===== src/rtl/median3_row.sv =====
// Horizontal 3-tap median stage between a show-ahead pixel FIFO and a downstream FIFO.
// Emits one filtered pixel per input pixel, replicating the edge pixel at both line borders.
//
// state | meaning
// FIRST | waiting for pixel 0 of a line; primes both window taps, no output
// RUN   | each accepted pixel completes the window for the previous column
// LAST  | no read; emits the final column from the replicated right edge
module median3_row #(
   parameter int size   = 8,
   parameter int LINE_W = 64
) (
   input  logic            clk,
   input  logic            rst,
   input  logic [size-1:0] in_data,
   input  logic            in_valid,
   output logic            in_rd,
   output logic [size-1:0] out_data,
   output logic            out_wr,
   input  logic            out_full,
   output logic            out_last
);

   localparam int CW = $clog2(LINE_W);

   localparam logic [1:0] FIRST = 2'd0;
   localparam logic [1:0] RUN   = 2'd1;
   localparam logic [1:0] LAST  = 2'd2;

   logic [1:0]      state_q, state_d;
   logic [CW-1:0]   col_q, col_d;
   logic [size-1:0] w_prev_q, w_prev_d;
   logic [size-1:0] w_cur_q, w_cur_d;
   logic            pend_q, pend_d;
   logic [size-1:0] pend_data_q, pend_data_d;
   logic            pend_last_q, pend_last_d;
   logic            free;

   function automatic logic [size-1:0] med3(input logic [size-1:0] a,
                                            input logic [size-1:0] b,
                                            input logic [size-1:0] c);
      logic [size-1:0] lo, hi, m;
      lo = (a < b) ? a : b;
      hi = (a < b) ? b : a;
      m  = (hi < c) ? hi : c;
      return (lo > m) ? lo : m;
   endfunction

   assign out_wr   = pend_q & ~out_full & ~rst;
   assign out_data = pend_data_q;
   assign out_last = pend_last_q;
   assign free     = ~pend_q | out_wr;
   assign in_rd    = in_valid & free & ~rst & (state_q != LAST);

   always_comb begin
      state_d     = state_q;
      col_d       = col_q;
      w_prev_d    = w_prev_q;
      w_cur_d     = w_cur_q;
      pend_d      = pend_q & ~out_wr;
      pend_data_d = pend_data_q;
      pend_last_d = pend_last_q;
      case (state_q)
         FIRST: begin
            if (in_rd) begin
               w_prev_d = in_data;
               w_cur_d  = in_data;
               col_d    = CW'(1);
               state_d  = RUN;
            end
         end
         RUN: begin
            if (in_rd) begin
               pend_d      = 1'b1;
               pend_data_d = med3(w_prev_q, w_cur_q, in_data);
               pend_last_d = 1'b0;
               w_prev_d    = w_cur_q;
               w_cur_d     = in_data;
               if (col_q == CW'(LINE_W - 1)) state_d = LAST;
               else                          col_d   = col_q + 1'b1;
            end
         end
         LAST: begin
            // med(p[W-2], p[W-1], p[W-1]) is always p[W-1]
            if (free) begin
               pend_d      = 1'b1;
               pend_data_d = w_cur_q;
               pend_last_d = 1'b1;
               col_d       = '0;
               state_d     = FIRST;
            end
         end
         default: begin
            state_d = FIRST;
            col_d   = '0;
         end
      endcase
   end

   always_ff @(posedge clk) begin
      if (rst) begin
         state_q     <= FIRST;
         col_q       <= '0;
         w_prev_q    <= '0;
         w_cur_q     <= '0;
         pend_q      <= 1'b0;
         pend_data_q <= '0;
         pend_last_q <= 1'b0;
      end else begin
         state_q     <= state_d;
         col_q       <= col_d;
         w_prev_q    <= w_prev_d;
         w_cur_q     <= w_cur_d;
         pend_q      <= pend_d;
         pend_data_q <= pend_data_d;
         pend_last_q <= pend_last_d;
      end
   end

endmodule

===== config.mk =====
export PLATFORM = sky130hd
export DESIGN_NAME = median3_row
export DESIGN_NICKNAME = d
export VERILOG_FILES = /design/src/rtl/median3_row.sv
export SDC_FILE = /design/constraint.sdc
export NUM_CORES = 1
export LEC_CHECK = 0
export CORE_MARGIN = 10
export CORE_UTILIZATION = 58
export DETAILED_ROUTE_END_ITERATION = 8
export GPL_ROUTABILITY_DRIVEN = 1
export MAX_ROUTING_LAYER = met4
export PLACE_DENSITY = 0.92
export SYNTH_ARGS = -nofsm -noshare
export SYNTH_HDL_FRONTEND = slang
export SYNTH_SLANG_ARGS = --single-unit

===== constraint.sdc =====
create_clock -name clk -period 6 [get_ports clk]
set_clock_uncertainty 0.05 [all_clocks]
set_input_delay 0.9 -clock clk [delete_from_list [all_inputs] [get_ports clk]]
set_output_delay 0.9 -clock clk [all_outputs]
set_load 0.01 [all_outputs]

## Word-level counts from Yosys, hierarchy flattened

Index checks and enable logic that the tools add are counted.

| storage, ports and cells | value |
|---|---|
| input port bits | 12 |
| flip-flop bits (word level) | 34 |

| cells by class | value |
|---|---|
| mux-type cells | 26 |
| reduce and logical (&&, ||, !) cells | 9 |
| magnitude comparators | 3 |
| bitwise logic cells | 11 |
| eq/ne operators | 9 |
| add/subtract/negate cells | 1 |

Operators with widths:

| cell | count |
|---|---|
| 2-to-1 mux 8 bit | 8 |
| case mux 8 bit (2 select lines) | 2 |
| 2-to-1 mux 6 bit | 4 |
| case mux 6 bit (3 select lines) | 1 |
| < comparator 8 bit | 2 |
| inequality test 2 bit, second input constant | 6 |
| > comparator 8 bit | 1 |
| 2-to-1 mux 2 bit | 4 |
| AND reduction 4 bit | 2 |
| adder 6 x 1 -> 6 bit, second input constant | 1 |
| bitwise AND 1 bit | 6 |
| == test 6 bit, second input constant | 1 |
| case mux 2 bit (3 select lines) | 1 |
| AND reduction 3 bit | 2 |
| 2-to-1 mux 1 bit | 4 |
| inverter 1 bit | 4 |
| case mux 1 bit (2 select lines) | 2 |
| nonzero test 2 bit | 2 |
| == test 2 x 1 -> 1 bit, second input constant | 1 |
| == test 2 bit, second input constant | 1 |
| logical NOT 2 bit | 1 |
| AND reduction 2 bit | 1 |
| OR reduction 2 bit | 1 |
| OR 1 bit | 1 |

## Depth between registers and ports, before layout

Gate-level depths: netlist of run 1.

| depth | value |
|---|---|
| word-level depth | 9 |
| mapped depth | 22 |
| gate-level depth less buffers | 19 |

## Worst setup path after synthesis of run 1

No wires, ideal clock.

| timing path | value |
|---|---|
| path type | flip-flop to flip-flop |
| from | reg w_cur_q[7] |
| to | reg pend_data_q[2] (netlist: out_data[2]) |
| required time | 5.871 ns |
| library setup time | 0.079 ns |
| path slack | 1.103 ns |
| cell stages (with the launch flop) | 23 |
| data arrival time | 4.768 ns |
| cell sequence | dfxtp_1 > inv_1 > ha_1 > and4_1 > o21ai_0 > o21ai_2 > buf_6 > mux2_4 > ha_1 > a21o_1 > a21o_1 > a221oi_2 > o31a_1 > buf_4 > mux2i_1 > ha_1 > a21o_1 > a21oi_1 > a21oi_1 > o21ai_0 > clkbuf_1 > o221ai_1 > a22oi_1 |

| on the way | value |
|---|---|
| word-level cells in the longest chain between the ends | 8 |
| elaborated cells on any way between the ends | 9 |

RTL lines:

| item | RTL line | RTL |
|---|---|---|
| start: declaration | 32 | `logic [size-1:0] w_cur_q, w_cur_d;` |
| start signal: assignment | 112 | `w_cur_q <= w_cur_d;` |
| < comparator 8 bit | 42, 43 |  |
| 2-to-1 mux 8 bit | 43 | `hi = (a < b) ? b : a;` |
| < comparator 8 bit | 44 | `m = (hi < c) ? hi : c;` |
| 2-to-1 mux 8 bit | 44 |  |
| > comparator 8 bit | 45 | `return (lo > m) ? lo : m;` |
| 2-to-1 mux 8 bit * | 45 |  |
| 2-to-1 mux 8 bit * | 72 | `if (in_rd) begin` |
| case mux 8 bit (2 select lines) * | 62 | `case (state_q)` |
| end signal: assignment | 114 | `pend_data_q <= pend_data_d;` |
| end: declaration | 34 | `logic [size-1:0] pend_data_q, pend_data_d;` |

Mark *: on every way between the ends. The rest lies on a longest branch, timed or not. The select of a mux whose other input is x is not followed.
A chain may end at the register's enable or synchronous reset.

## Worst setup path in the final report of run 1

Ends and elaborated chain as after synthesis.

==> results of run 1 <==
[critical path, cell delays in order, from the launching register on]
cell and delay, ns:
dfxtp_1 0.40, inv_1 0.08, ha_1 0.30, and4_1 0.23, o21ai_0 0.14, o21ai_2 0.43
buf_4 0.27, mux2_4 0.32, ha_1 0.30, a21o_1 0.19, a21o_1 0.19, a221oi_2 0.33
o31a_2 0.37, mux2i_1 0.33, ha_1 0.30, a21o_1 0.18, a21oi_1 0.14, a21oi_1 0.10
o21ai_0 0.17, buf_4 0.22, o221ai_1 0.18, a22oi_1 0.24
[report_power, final]
group	switching, uW	internal [uW]
Clock	93.3	122
Sequential	30.8	254
Combinational	357	276
[cell usage in the layout (no fill, tap or decap), drive strengths merged, types with 3 or more instances in the layout]
cell	n
a211oi	9
a21o	4
a21oi	34
a22oi	6
buf	3
clkbuf	5
clkdlybuf4s50	22
dfxtp	34
ha	26
inv	22
mux2	14
mux2i	17
nand2	26
nand3	9
nor2	20
nor3	10
o21a	9
o21ai	9
o221ai	4
o311ai	3
or2	5
or3	6
[per-layer routing]
layer	track usage, %	vias up	share of wire [%]
li1	-	1163	-
met5	-	-	0
met4	12.08	0	5.3
met3	3.471	43	7.4
met1	23.65	1152	40
met2	32.62	145	47
[registers in the layout, indices dropped and copies added (netlist names)]
| register | cells |
|---|---|
| col_q | 6 |
| out_data | 8 |
| out_last | 1 |
| pend_q | 1 |
| state_q | 2 |
| w_cur_q | 8 |
| w_prev_q | 8 |
[through the flow]
stage,std cells,worst slack [ns],hold slack [ns],instance area [um^2],total power [uW]
after detailed placement,370,0.4567,0.4174,2831,892.5
after CTS,378,0.3958,0.4284,2940,1112
final,378,0.4347,0.4272,2942,1134
after global routing,378,0.09119,0.4668,2942,1204
after floorplan,305,1.103,0.3988,2574,743.9
after global placement,370,0.7091,0.4104,2831,859.0
[what timing repair did]
action	in CTS	in global routing
setup buffers	0	0
endpoints found under the hold margin	0	0
resized for setup	0	1
setup endpoints to repair	0	5
[logic make-up after synthesis]
| logic type | share of synthesized area [%] |
|---|---|
| compound gates | 24.89 |
| simple gates | 17.06 |
| buf+inv | 5.494 |
| flops | 26.45 |
| mux | 13.47 |
| fa+ha+maj | 12.64 |
[final timing paths]
kind | startpoint | end | slack (ns) | cells past startpoint
worst max-delay path | w_cur_q[7]$_SDFFE_PP0P_ | out_data[2]$_SDFFE_PP0P_ | 0.43 | 21
worst min-delay path | col_q[1]$_SDFFE_PP0P_ | col_q[1]$_SDFFE_PP0P_ | 0.43 | 2
worst max register to register | w_cur_q[7]$_SDFFE_PP0P_ | out_data[2]$_SDFFE_PP0P_ | 0.43 | 21
worst min register to register | col_q[1]$_SDFFE_PP0P_ | col_q[1]$_SDFFE_PP0P_ | 0.43 | 2
[area by class of cell]
cell class / instances / area (um^2) / area share [%]
multi-input cells: 237 / 1762 / 59.89
clock buffers: 5 / 68.82 / 2.339
repair buffers: 25 / 242.7 / 8.252
well taps: 52 / 65.06 / 2.212
clock inverters: 3 / 40.04 / 1.361
flip-flops and latches: 34 / 680.7 / 23.14
inverters: 22 / 82.58 / 2.807
==> results.yml, run 1 <==
status:
  status: "finished clean"
setup_path:
  end_kind: "register"
  worstPathArrival_ns: 5.73
  required_ns: 6.16
  startpoint_type: "register"
  crit_type: "reg -> reg"
  crit_fanout: 13
sta:
  post-route-period-util_pct: 92.75
  hold_violations: 0
  tns_ns: 0
  slew_headroom_pct: 17.07
  worst_pin_slew_ns: 1.235
  drv_slew: 0
  fmax_ghz: 0.1797
  grt_setup_unrepaired: "false"
  setup_violations: 0
  fin_crit_ns: 5.565
clock_network:
  cts_tree: "built"
  clk_latency_ns: 0.29
  clock-sinks: 34
  clkTransAtPathRegs_ns: 0.08
  h-tree-depth: 2
  ctsHoldBuffers: 0
  numCtsBuffers: 5
  cts_root_buf: "clkbuf_8"
  clockBufferDepth: 2
yosys:
  synth_top_area_share_pct: 26.45
  synthTopCellsByArea: "dfxtp_1, ha_1, mux2i_1, a21oi_1, mux2_2"
  yosysWarnings: 0
  synth_fp_nets: 343
  syn-mean-instance-area_um2: 8.438
  synth.cells.most_frequent: "dfxtp_1, a21oi_1, ha_1, nand2_1, inv_1"
  yosysMostFrequentCell: "dfxtp_1"
  ys_seq_elements: 34
  syn_area_mm2: 0.002574
  synth_edf_count: 0
  netlist_instances: 305
  ys_async_sr_fraction_pct: 0
  synth.yosys.seq_area_share_pct: 26.45
  ys.flop_type: "dfxtp_1"
  synthDistinctLibCells: 53
  yosysTopAreaCell: "dfxtp_1"
die:
  core_mm2: 0.004324
  rows: 24
  dieArea_mm2: 0.007502
  die_w_um: 86.62
  initial_utilization_pct: 59.52
  ioPinCount: 23
  die_h_um: 86.62
final_layout:
  fin_nets: 363
  fillers: 339
  area_growth_pct: 14.29
  antenna_cells: 0
  drive_gt1_share_pct: 12.88
  utilization_pct: 68.03
placement:
  dp_hpwl_um: 5190
  port_buffers: 22
  gp_congestion: 0.9318
drt:
  wl_per_cell_um: 18.98
  vias_per_cell: 6.622
  drc: 0
  drtAntennaViolNets: 0
  drt_iter0_markers: 370
  vias: 2503
  postRouteWirelength_um: 7175
  dr.pass1.iters: 6
global_routing:
  grt-ovfl-total: 0
  grt_max_degree: 26
  grt_pass1_wl_um: 12270
  grt_pass1_vias: 2529
  track_usage_pct: 20.49
  antenna_found_initial: 0
pwr:
  power_density_mw_per_mm2: 385.5
  peakVddDrop_uv: 331.4
  leakage_uw: 0.001189
job:
  drv_cap: 0
hold_path:
  hold_class: "reg -> reg"
Power figures use the tool's default switching activity.
==> inputs of run 2 (changes only) <==
--- a/config.mk
+++ b/config.mk
@@ -11,6 +11,7 @@
 export GPL_ROUTABILITY_DRIVEN = 1
 export MAX_ROUTING_LAYER = met4
 export PLACE_DENSITY = 0.92
+export SETUP_SLACK_MARGIN = 0.02
 export SYNTH_ARGS = -nofsm -noshare
 export SYNTH_HDL_FRONTEND = slang
 export SYNTH_SLANG_ARGS = --single-unit
==> results of run 2 <==
Final layout, timing and power as in run 1 (identical DEF).
